<file path="src/rtl/key_debounce_array.sv">
// N-channel key conditioner: synchronise, debounce, and emit
// press / release / long-press / auto-repeat pulses per channel.
module key_debounce_array #(
  parameter int N_KEYS          = 4,
  parameter int DEBOUNCE_CYCLES = 500000,
  parameter int LONG_CYCLES     = 50000000,
  parameter int REPEAT_CYCLES   = 10000000,
  parameter int ACTIVE_LOW      = 1
) (
  input  logic              clk,
  input  logic              rst,
  input  logic [N_KEYS-1:0] key,
  output logic [N_KEYS-1:0] key_value,
  output logic [N_KEYS-1:0] key_press,
  output logic [N_KEYS-1:0] key_release,
  output logic [N_KEYS-1:0] key_long,
  output logic [N_KEYS-1:0] key_repeat
);

  localparam int DW = $clog2(DEBOUNCE_CYCLES + 1);
  localparam int HW = $clog2(LONG_CYCLES + 1);
  localparam int RW = (REPEAT_CYCLES > 0) ?
                      $clog2(REPEAT_CYCLES + 1) : 1;

  localparam logic [DW-1:0] DB_LAST = DW'(DEBOUNCE_CYCLES - 1);
  localparam logic [HW-1:0] HOLD_LAST = HW'(LONG_CYCLES - 1);
  localparam logic [RW-1:0] REP_LAST =
    (REPEAT_CYCLES > 0) ? RW'(REPEAT_CYCLES - 1) : '0;

  // Idle pin level, so a reset synchroniser looks released.
  localparam logic REL_LVL = (ACTIVE_LOW != 0) ? 1'b1 : 1'b0;

  typedef enum logic [1:0] {REL, PRS, HLD} state_t;

  for (genvar i = 0; i < N_KEYS; i++) begin : g_ch
    logic          s1;
    logic          s2;
    logic          lvl;
    logic          val_q;
    logic [DW-1:0] db_cnt;
    logic          acc;
    state_t        state;
    state_t        state_n;
    logic [HW-1:0] hold;
    logic [HW-1:0] hold_n;
    logic [RW-1:0] rep;
    logic [RW-1:0] rep_n;
    logic          prs_n;
    logic          rls_n;
    logic          lng_n;
    logic          rpt_n;
    logic          prs_q;
    logic          rls_q;
    logic          lng_q;
    logic          rpt_q;

    // Two-flop synchroniser for the asynchronous pin.
    always_ff @(posedge clk or posedge rst) begin
      if (rst) begin
        s1 <= REL_LVL;
        s2 <= REL_LVL;
      end else begin
        s1 <= key[i];
        s2 <= s1;
      end
    end

    assign lvl = (ACTIVE_LOW != 0) ? ~s2 : s2;

    // A change is accepted on its DEBOUNCE_CYCLES-th consecutive sample.
    assign acc = (lvl != val_q) && (db_cnt == DB_LAST);

    // Consecutive-sample counter; any agreeing sample restarts it.
    always_ff @(posedge clk or posedge rst) begin
      if (rst) begin
        db_cnt <= '0;
        val_q  <= 1'b0;
      end else if (lvl == val_q) begin
        db_cnt <= '0;
      end else if (acc) begin
        db_cnt <= '0;
        val_q  <= lvl;
      end else begin
        db_cnt <= db_cnt + DW'(1);
      end
    end

    // Press/hold state, hold and repeat counters.
    always_ff @(posedge clk or posedge rst) begin
      if (rst) begin
        state <= REL;
        hold  <= '0;
        rep   <= '0;
      end else begin
        state <= state_n;
        hold  <= hold_n;
        rep   <= rep_n;
      end
    end

    // Next state and event pulses; release beats long/repeat.
    always_comb begin
      state_n = state;
      hold_n  = hold;
      rep_n   = rep;
      prs_n   = 1'b0;
      rls_n   = 1'b0;
      lng_n   = 1'b0;
      rpt_n   = 1'b0;
      unique case (state)
        REL: begin
          if (acc) begin
            state_n = PRS;
            prs_n   = 1'b1;
            hold_n  = '0;
          end
        end
        PRS: begin
          if (acc) begin
            state_n = REL;
            rls_n   = 1'b1;
            hold_n  = '0;
          end else if (hold == HOLD_LAST) begin
            state_n = HLD;
            lng_n   = 1'b1;
            hold_n  = '0;
            rep_n   = '0;
          end else begin
            hold_n = hold + HW'(1);
          end
        end
        HLD: begin
          if (acc) begin
            state_n = REL;
            rls_n   = 1'b1;
            rep_n   = '0;
          end else if (REPEAT_CYCLES != 0) begin
            if (rep == REP_LAST) begin
              rpt_n = 1'b1;
              rep_n = '0;
            end else begin
              rep_n = rep + RW'(1);
            end
          end
        end
        default: begin
          state_n = REL;
          hold_n  = '0;
          rep_n   = '0;
        end
      endcase
    end

    // Registered one-cycle event pulses.
    always_ff @(posedge clk or posedge rst) begin
      if (rst) begin
        prs_q <= 1'b0;
        rls_q <= 1'b0;
        lng_q <= 1'b0;
        rpt_q <= 1'b0;
      end else begin
        prs_q <= prs_n;
        rls_q <= rls_n;
        lng_q <= lng_n;
        rpt_q <= rpt_n;
      end
    end

    assign key_value[i]   = val_q;
    assign key_press[i]   = prs_q;
    assign key_release[i] = rls_q;
    assign key_long[i]    = lng_q;
    assign key_repeat[i]  = rpt_q;
  end

endmodule
</file>
<file path="config.mk">
export PLATFORM = sky130hd
export DESIGN_NAME = key_debounce_array
export DESIGN_NICKNAME = d
export VERILOG_FILES = /design/src/rtl/key_debounce_array.sv
export SDC_FILE = /design/constraint.sdc
export NUM_CORES = 1
export LEC_CHECK = 0
export CAP_MARGIN = 10
export CORE_UTILIZATION = 56
export DETAILED_ROUTE_END_ITERATION = 8
export PLACE_DENSITY = 0.83
export SLEW_MARGIN = 20
export SYNTH_ARGS = -nofsm -noshare
export SYNTH_HDL_FRONTEND = slang
export SYNTH_SLANG_ARGS = --single-unit
</file>
<file path="constraint.sdc">
create_clock -name clk -period 27.4 [get_ports clk]
set_input_delay 8.22 -clock clk [delete_from_list [all_inputs] [get_ports clk]]
set_output_delay 8.22 -clock clk [all_outputs]
set_load 0.01 [all_outputs]
</file>
==> results.md <==
- Largest family of logic cells by synthesized area: simple AND/OR/NAND/NOR gates
- Core Util, Final: between 60% and 70%
- Static Leakage: roughly 7.7 nW
- Buffers on Ports: 25
- Reg2reg start: g_ch[2].db_cnt[0]
- Die W: about 170 um
- Final estimated routing congestion in global placement: ~0.86
- Wire length per cell: around 15 um
- Routed WL: about 34000 um
- Highest clock rate: ~0.1 GHz
- RSZ-0062 raised after global routing: no
- Fraction of registers with async set/reset: 100%
- Cell count after placement: between 2000 and 2500
- Area share of xor/xnor cells in the synthesized design: under 10%
- Number of buffers inserted by post-CTS setup repair: 0
- Setup WS post-layout: roughly 18000 ps
- Layout net count: between 1500 and 2000
- DR vias/cell: a little over 6
- Area growth from synthesis to final layout: 9.84%
- Total inserted antenna cells: 0
- Via count of the first global-routing pass: roughly 13000
- Peak supply drop: 0.0522 mV
- Floorplan core area: roughly 29000 um2
- Simple-gate share of the synthesized area: about 28%
- Most frequent standard cell in the layout excluding fill and tap cells: sky130_fd_sc_hd__dfrtp_1
- Peak fanout along the critical path: about 190
- Maximum clock skew at final layout: around 15 ps
- Critical-path top delay cell: sky130_fd_sc_hd__buf_12
- Fraction of final layout cells with drive strength greater than 1: about 6.5%
- Standard cell area after detailed placement: between 15000 and 20000 um2
- Count of flip-flops with a built-in enable after synthesis: 0
- Total global-route track usage: ~23%
- Clock Sinks: 312
- Seq cells post-synth: 312
- Critical path launch point: rst
- Accumulated negative setup slack: 0 ps
- Category of the most critical setup path: primary input to asynchronous set/reset pin
- Clock root buffer: sky130_fd_sc_hd__clkbuf_16
- Synth cell types: 74
- Worst setup timing slack at the placement stage: about 17000 ps
- Syn_area_per_cell: 9.28 um2
- Via count: approximately 13000
- Starting utilization of the core area: a little under three fifths
- Portion of the post-synthesis area used by sequential elements: around 47%
- Fin crit period: between 9000 and 10000 ps
- Largest net degree at the start of global routing: between 150 and 200
- Pwr/cell area: around 53 nW/um2
- Most frequent cells in the layout: 304 x sky130_fd_sc_hd__dfrtp_1, 222 x sky130_fd_sc_hd__nor2_1, 129 x sky130_fd_sc_hd__nand2_1, 109 x sky130_fd_sc_hd__nand3_1, 106 x sky130_fd_sc_hd__o21ai_0
- Post-CTS resize count: 0
- Transition time of the tightest slew-check pin: ~1100 ps
- Wire length of the first global-routing pass: 59800 um
- Max-slew headroom at the worst pin: between 20 and 30%
- Delay-heaviest family, CP: buffers and inverters
- Adder-cell area share of the yosys netlist: 1.81%
- # DRC: 0
- Gr ovfl total: 0
- HP Start: g_ch[3].s1
- Setup crit start kind: primary input
- Number of failing setup endpoints in the final timing report: 0
- Share of cell area taken by muxes after synthesis: less than 1%
- Number of placed I/O pins: 26
- Share of the synthesized area in compound gates (AO/OA/AOI/OAI): 10.8%
- Warnings, synthesis: 0
- Worst Path Buf+Inv: 3
- Area of the mapped netlist: 16600 um2
- Cells traversed along the worst timing path: clkdlybuf4s50_1 > inv_8 > buf_12
- Status: complete, no violations
- Primary FF master, synth: sky130_fd_sc_hd__dfrtp_1
- Post-route cell area: 18300 um2
- Number of nets produced by synthesis: 1822
- Height of the chip: between 150 and 200 um
- Worst Hold Slack: about 350 ps
- Maximum level of the CTS H-tree: 2
- Clock insertion delay at the later pin of the skew report: 520 ps
- Required arrival time at the worst endpoint: 27890 ps
- Post-CTS Hold Fix Bufs: 0
- Min-Delay Path Class: register to register
- Die Outline Area: just over 30000 um2
- Critical path data arrival time: around 10000 ps
- Number of hold violations in the final report: 0
- Count of placed standard cells in the final layout, fillers left out: between 2000 and 2500
- Synthesized netlist cell count: 1792
- Post-detailed-placement half-perimeter wirelength: 21900 um
- Total count of max-transition violations in the final report: 0
- Worst-path clk slew: around 50 ps
- Cts bufs inserted: 35
- Power, Total: between 0.9 and 1 mW
- Buffer depth of the longest clock path: 3
- Part of the cycle the worst path needs: 35.7%
- Maximum cell stage delay along the critical path: 760 ps
- Category of the worst setup path capture point: asynchronous set/reset pin
- CTS tree: built
- Number of antenna violations at the first check in global routing: 0
- 1st-iter DRT viols: roughly 1200
- Max-cap check violation count: 0
- Row count: 62
- Antenna-violating nets left: 0
- First-pass iteration count of the detailed router: 7
state kept, by name, summed over array words and instances (netlist names):
signal / flops
g_ch.db_cnt: 76
g_ch.hold: 104
g_ch.lng_q: 4
g_ch.prs_q: 4
g_ch.rep: 96
g_ch.rls_q: 4
g_ch.rpt_q: 4
g_ch.s1: 4
g_ch.s2: 4
g_ch.state: 8
g_ch.val_q: 4
final timing paths:
check | to | cells after the start | slack (ps)
min reg2reg | g_ch[3].s2 | 0 | 350
max reg2reg | g_ch[2].hold[24] | 7 | 24200
max in group clk | key_value[2] | 1 | 17730
max | g_ch[3].rep[15] | 3 | 17610
min | g_ch[3].s2 | 0 | 350
min in group asynchronous | g_ch[3].hold[6] | 2 | 8300
area by class of cell:
class	count	area (um2)
clock inverters	18	205
inverters	44	173
fillers	2335	10700
well taps	384	480
flip-flops and latches	312	7820
multi-input cells	1351	8240
clock buffers	45	983
repair buffers	38	360
power by group:
part	leakage, nW	internal (mW)	total (mW)	switching, mW
combinational	2.75	0.00256	0.0142	0.0117
clock	0.599	0.293	0.479	0.187
sequential	4.32	0.463	0.465	0.00193
Yosys cell counts (24+ instances only):
master                     instances  area (um2)
sky130_fd_sc_hd__xor2_1           93         815
sky130_fd_sc_hd__inv_1            43         161
sky130_fd_sc_hd__nor3_1           69         345
sky130_fd_sc_hd__nand2_1         129         484
sky130_fd_sc_hd__ha_1             24         300
sky130_fd_sc_hd__xnor2_1          63         552
sky130_fd_sc_hd__o21ai_0         106         531
sky130_fd_sc_hd__nand4_1          84         526
sky130_fd_sc_hd__and4_1           26         228
sky130_fd_sc_hd__dfrtp_1         304        7610
sky130_fd_sc_hd__clkbuf_1         45         169
sky130_fd_sc_hd__a21oi_1          56         280
sky130_fd_sc_hd__nor2_1          222         833
sky130_fd_sc_hd__o31ai_1          36         270
sky130_fd_sc_hd__nor4_1           27         169
sky130_fd_sc_hd__nand3_1         109         546
sky130_fd_sc_hd__and3_1           57         357
sky130_fd_sc_hd__or3_1            33         206
worst reg2reg max path, cell delays in order, from the launching register on:
cell,delay (ps)
sky130_fd_sc_hd__dfrtp_1,390
sky130_fd_sc_hd__ha_1,220
sky130_fd_sc_hd__nand4_1,200
sky130_fd_sc_hd__or4_4,600
sky130_fd_sc_hd__o21ai_1,860
sky130_fd_sc_hd__nand2_1,310
sky130_fd_sc_hd__or3_1,420
sky130_fd_sc_hd__a21oi_1,140
cell families after synthesis:
kind of cell,count (synthesis)
xor+xnor,156
mux,5
compound gates,282
flops,312
fa+ha+maj,24
buf+inv,129
simple gates,884
layer usage:
| layer | track usage, % | wire, um | vias to the layer above |
|---|---|---|---|
| li1 | - | - | 6435 |
| met1 | 31.6 | 15900 | 6664 |
| met2 | 37.8 | 16100 | 301 |
| met3 | 3.11 | 1360 | 64 |
| met4 | 6.47 | 678 | 0 |
| met5 | 0 | 0 | - |
(Power assumes the default switching activity.)
==> edit 1 (config.mk and constraints unchanged) <==
Make the reset (`rst`) synchronous in 4 clocked blocks. Comments in the files are not updated.
--- a/src/rtl/key_debounce_array.sv
+++ b/src/rtl/key_debounce_array.sv
@@ -55,7 +55,7 @@
     logic          rpt_q;
 
     // Two-flop synchroniser for the asynchronous pin.
-    always_ff @(posedge clk or posedge rst) begin
+    always_ff @(posedge clk) begin
       if (rst) begin
         s1 <= REL_LVL;
         s2 <= REL_LVL;
@@ -71,7 +71,7 @@
     assign acc = (lvl != val_q) && (db_cnt == DB_LAST);
 
     // Consecutive-sample counter; any agreeing sample restarts it.
-    always_ff @(posedge clk or posedge rst) begin
+    always_ff @(posedge clk) begin
       if (rst) begin
         db_cnt <= '0;
         val_q  <= 1'b0;
@@ -86,7 +86,7 @@
     end
 
     // Press/hold state, hold and repeat counters.
-    always_ff @(posedge clk or posedge rst) begin
+    always_ff @(posedge clk) begin
       if (rst) begin
         state <= REL;
         hold  <= '0;
@@ -152,7 +152,7 @@
     end
 
     // Registered one-cycle event pulses.
-    always_ff @(posedge clk or posedge rst) begin
+    always_ff @(posedge clk) begin
       if (rst) begin
         prs_q <= 1'b0;
         rls_q <= 1'b0;
Function: no difference found for any inputs over 4 cycles, from zero or initial values and one cycle with rst high; that may be too few to reach the edited logic, so the function may still have changed.
==> edit 1 against the original RTL <==
- via count up 2.4%
- clock skew up 0.0016 ns
- sequential cell count did not move
- worst setup slack worse by 0.36 ns
- design area decreased by 6.0%
- register-to-register slack worse by 0.23 ns
- final cell count rose by 3.0%
- count of clock-buffer cells in the layout increased by 13
- area after synthesis shrank 5.5%
- synthesized cell count up 5.6%
- power decreased by 4.0%
- routed wire length rose by 2.9%
==> edit 1: results (changes against the original RTL) <==
status completed; Worst EP arrival 10.55 ns (+0.27 ns); Core ar. 27300 sq um (-5.8%); first-pass GRT wire length 60.3 mm (+0.84%); fill count 2240 (-4.1%); Tcrit/Tclk final 0.371 (+0.0131); Inst Count DP 2198 (+3.2%); clock buffers 58 (+29%); Multi-Input Combinational 1436 (+6.3%); TritonRoute pass-1 iters 6 (-1); post-synthesis sequential area ratio 0.398 (-0.0727); Worst path slowest cell nand3_1; multi-input combinational area share 0.515 (+0.0641); Slew headroom 0.323 (+0.0475); crit-path max FO 54 (-72%); Non-clock buffer share 0.0195 (-0.000192); commonest cells in the netlist dfxtp_1, nor2_1, nand2_1; CP Capture Point g_ch[1].rep[9]$_SDFFE_PP0P_; R2R Setup Slk 23.97 ns (-0.23 ns); clock network area share 0.0650 (-0.000124); Crit Reg-Reg Startpoint g_ch[1].state[0]$_SDFFE_PP0P_; Max VDD drop 0.0000415 V (-20%); WL/cell 15.5 microns (about the same); area fraction in compound gates after synthesis 0.109 (+0.000719); final hold slack 0.411 ns (+0.0565 ns); Internal 734 uW (-3.2%); crit path kind primary input to flip-flop
==> edit 1: cell count changes in the layout (fill, tap and decap cells not counted), sizes merged, moves of 24 or more <==
cell,unedited run,this run
dfxtp,0,312
xor2,93,62
o211ai,2,26
o21ai,112,77
xnor2,63,103
nor2,223,255
dfrtp,304,0
==> edit 1: how the worst min path moves through the flow <==
stage | start | to | cells after the start
6_report | g_ch[3].s1$_SDFF_PP1_ | g_ch[3].s2$_SDFF_PP1_ | 1
5_1_grt | g_ch[3].s1$_SDFF_PP1_ | g_ch[3].s2$_SDFF_PP1_ | 1
4_1_cts | g_ch[3].s1$_SDFF_PP1_ | g_ch[3].s2$_SDFF_PP1_ | 1
3_5_place_dp | g_ch[3].s1$_SDFF_PP1_ | g_ch[3].s2$_SDFF_PP1_ | 1
3_3_place_gp | g_ch[1].s1$_SDFF_PP1_ | g_ch[1].s2$_SDFF_PP1_ | 1
2_1_floorplan | g_ch[0].s1$_SDFF_PP1_ | g_ch[0].s2$_SDFF_PP1_ | 1
==> edit 2 (same flow settings) <==
Made on the original files. The parameter `REPEAT_CYCLES` goes from 10000000 to 40000000.
--- a/src/rtl/key_debounce_array.sv
+++ b/src/rtl/key_debounce_array.sv
@@ -4,7 +4,7 @@
   parameter int N_KEYS          = 4,
   parameter int DEBOUNCE_CYCLES = 500000,
   parameter int LONG_CYCLES     = 50000000,
-  parameter int REPEAT_CYCLES   = 10000000,
+  parameter int REPEAT_CYCLES   = 40000000,
   parameter int ACTIVE_LOW      = 1
 ) (
   input  logic              clk,
Check against the original RTL: no difference found for any inputs over 4 cycles, from zero or initial values and one cycle with rst high; that may be too few to reach the edited logic, so the function may still have changed.
==> edit 2 against the original RTL <==
- routed wire length up 8.7%
- utilization down 0.21 points
- sequential power up 3%
- area after synthesis up 3.6%
- sequential share of layout area down 0.26 points
- power up 1.1%
- design area up 3.2%
- clock skew up 0.0047 ns
- worst setup slack worse by 0.55 ns
- sequential cell count up 8
- largest power group is now sequential cells
==> edit 2: results (changes against the original RTL) <==
CP Capture Point g_ch[2].hold[21]$_DFFE_PP0P_; initial DRC count 1130 (-7.8%); Worst path slowest cell buf_4; NumNets Final 1910 (+5.4%); Sw Pwr 208 uW (+4.0%); GR Layer Usage met2 0.406 (+0.0279); met1 GRT Util 0.324 (+0.00829); clock buffers 54 (+20%); Synth Area in Adders 0.0204 (+0.00228); status completed; dpl ws 16.37 ns (-0.638 ns); n_taps 390 (+1.6%); post-synthesis sequential area ratio 0.466 (-0.00457); nonclk buf count 39 (+2.6%); clock network area share 0.0624 (-0.00274); via count 14300 (+6.1%); crit-path max FO 146 (-24%); clock skew 0.0197 ns (+0.00472 ns); TritonRoute pass-1 iters 5 (-2); final hold slack 0.355 ns (+0.00139 ns); synth top area cells dfrtp_1, nor2_1, nand3_1; cts bufs inserted 36 (+2.9%); multi-input logic area 8620 sq um (+4.7%); FMAX 0.0967 GHz (-5.3%); Unique masters post-synth 71 (-4.1%); Critical R2R Capture g_ch[2].rep[8]$_DFFE_PP0P_; Met1 Routed Length 16.4 mm (+3.6%); Multi-Input Combinational 1434 (+6.1%); met2 wire len 18.2 mm (+13%); Leakage 7.77 nW (+1.3%); Worst EP arrival 10.93 ns (+0.65 ns); Least-Margin Pin Slew 1.03 ns (-0.0533 ns); multi-input combinational area share 0.458 (+0.00669); R2R Setup Slk 23.61 ns (-0.59 ns); Max VDD drop 0.0000357 V (-32%); vias in the first global route 13800 (+6.8%); fill count 2461 (+5.4%); Non-clock buffer share 0.0189 (-0.000874); top flop regs g_ch.hold x104, g_ch.rep x104, g_ch.db_cnt x76; area fraction in compound gates after synthesis 0.117 (+0.00870); commonest cells in the netlist dfrtp_1, nor2_1, nand2_1; pin count of the biggest net entering global routing 147 (-23%); mux contribution to synthesized area 0.00414 (+0.000906); Non-CTS inverters 45 (+2.3%); Hold Path Sink g_ch[1].s2$_DFF_PP1_; Post-DP Area 17700 sq um (+3.5%); hpwl dp 24.0 mm (+9.6%); Routability Congestion 0.862 (+0.15%); global-route usage over all layers 0.241 (+0.0119); CP max stage delay 0.72 ns (-0.04 ns); CTS sink cnt 320 (+2.6%); metal3 WL 1.71 mm (+26%)
[edit 2: cell count changes after synthesis, moves of 18 or more]
| cell | before | now |
|---|---|---|
| a31oi_1 | 5 | 23 |
| nor2_1 | 222 | 242 |
| a2bb2oi_1 | 0 | 20 |
| xor2_1 | 93 | 75 |
| nand2_1 | 129 | 160 |
| a21oi_1 | 56 | 36 |
| nand3_1 | 109 | 138 |
[edit 2: power groups by stage]
stage	Clock, mW	Sequential (mW)	Combinational, mW
6_report	0.477	0.477	0.0153
5_1_grt	0.505	0.477	0.0181
4_1_cts	0.487	0.477	0.0161
3_5_place_dp	0	0.486	0.0160
3_3_place_gp	0	0.486	0.0158
2_1_floorplan	0	0.485	0.0109
[edit 2: through the flow]
step / power, mW / std cells
2_1_floorplan: 0.496 / 1885
3_3_place_gp: 0.501 / 2228
3_5_place_dp: 0.502 / 2228
4_1_cts: 0.980 / 2294
5_1_grt: 1.00 / 2294
6_report: 0.969 / 2294
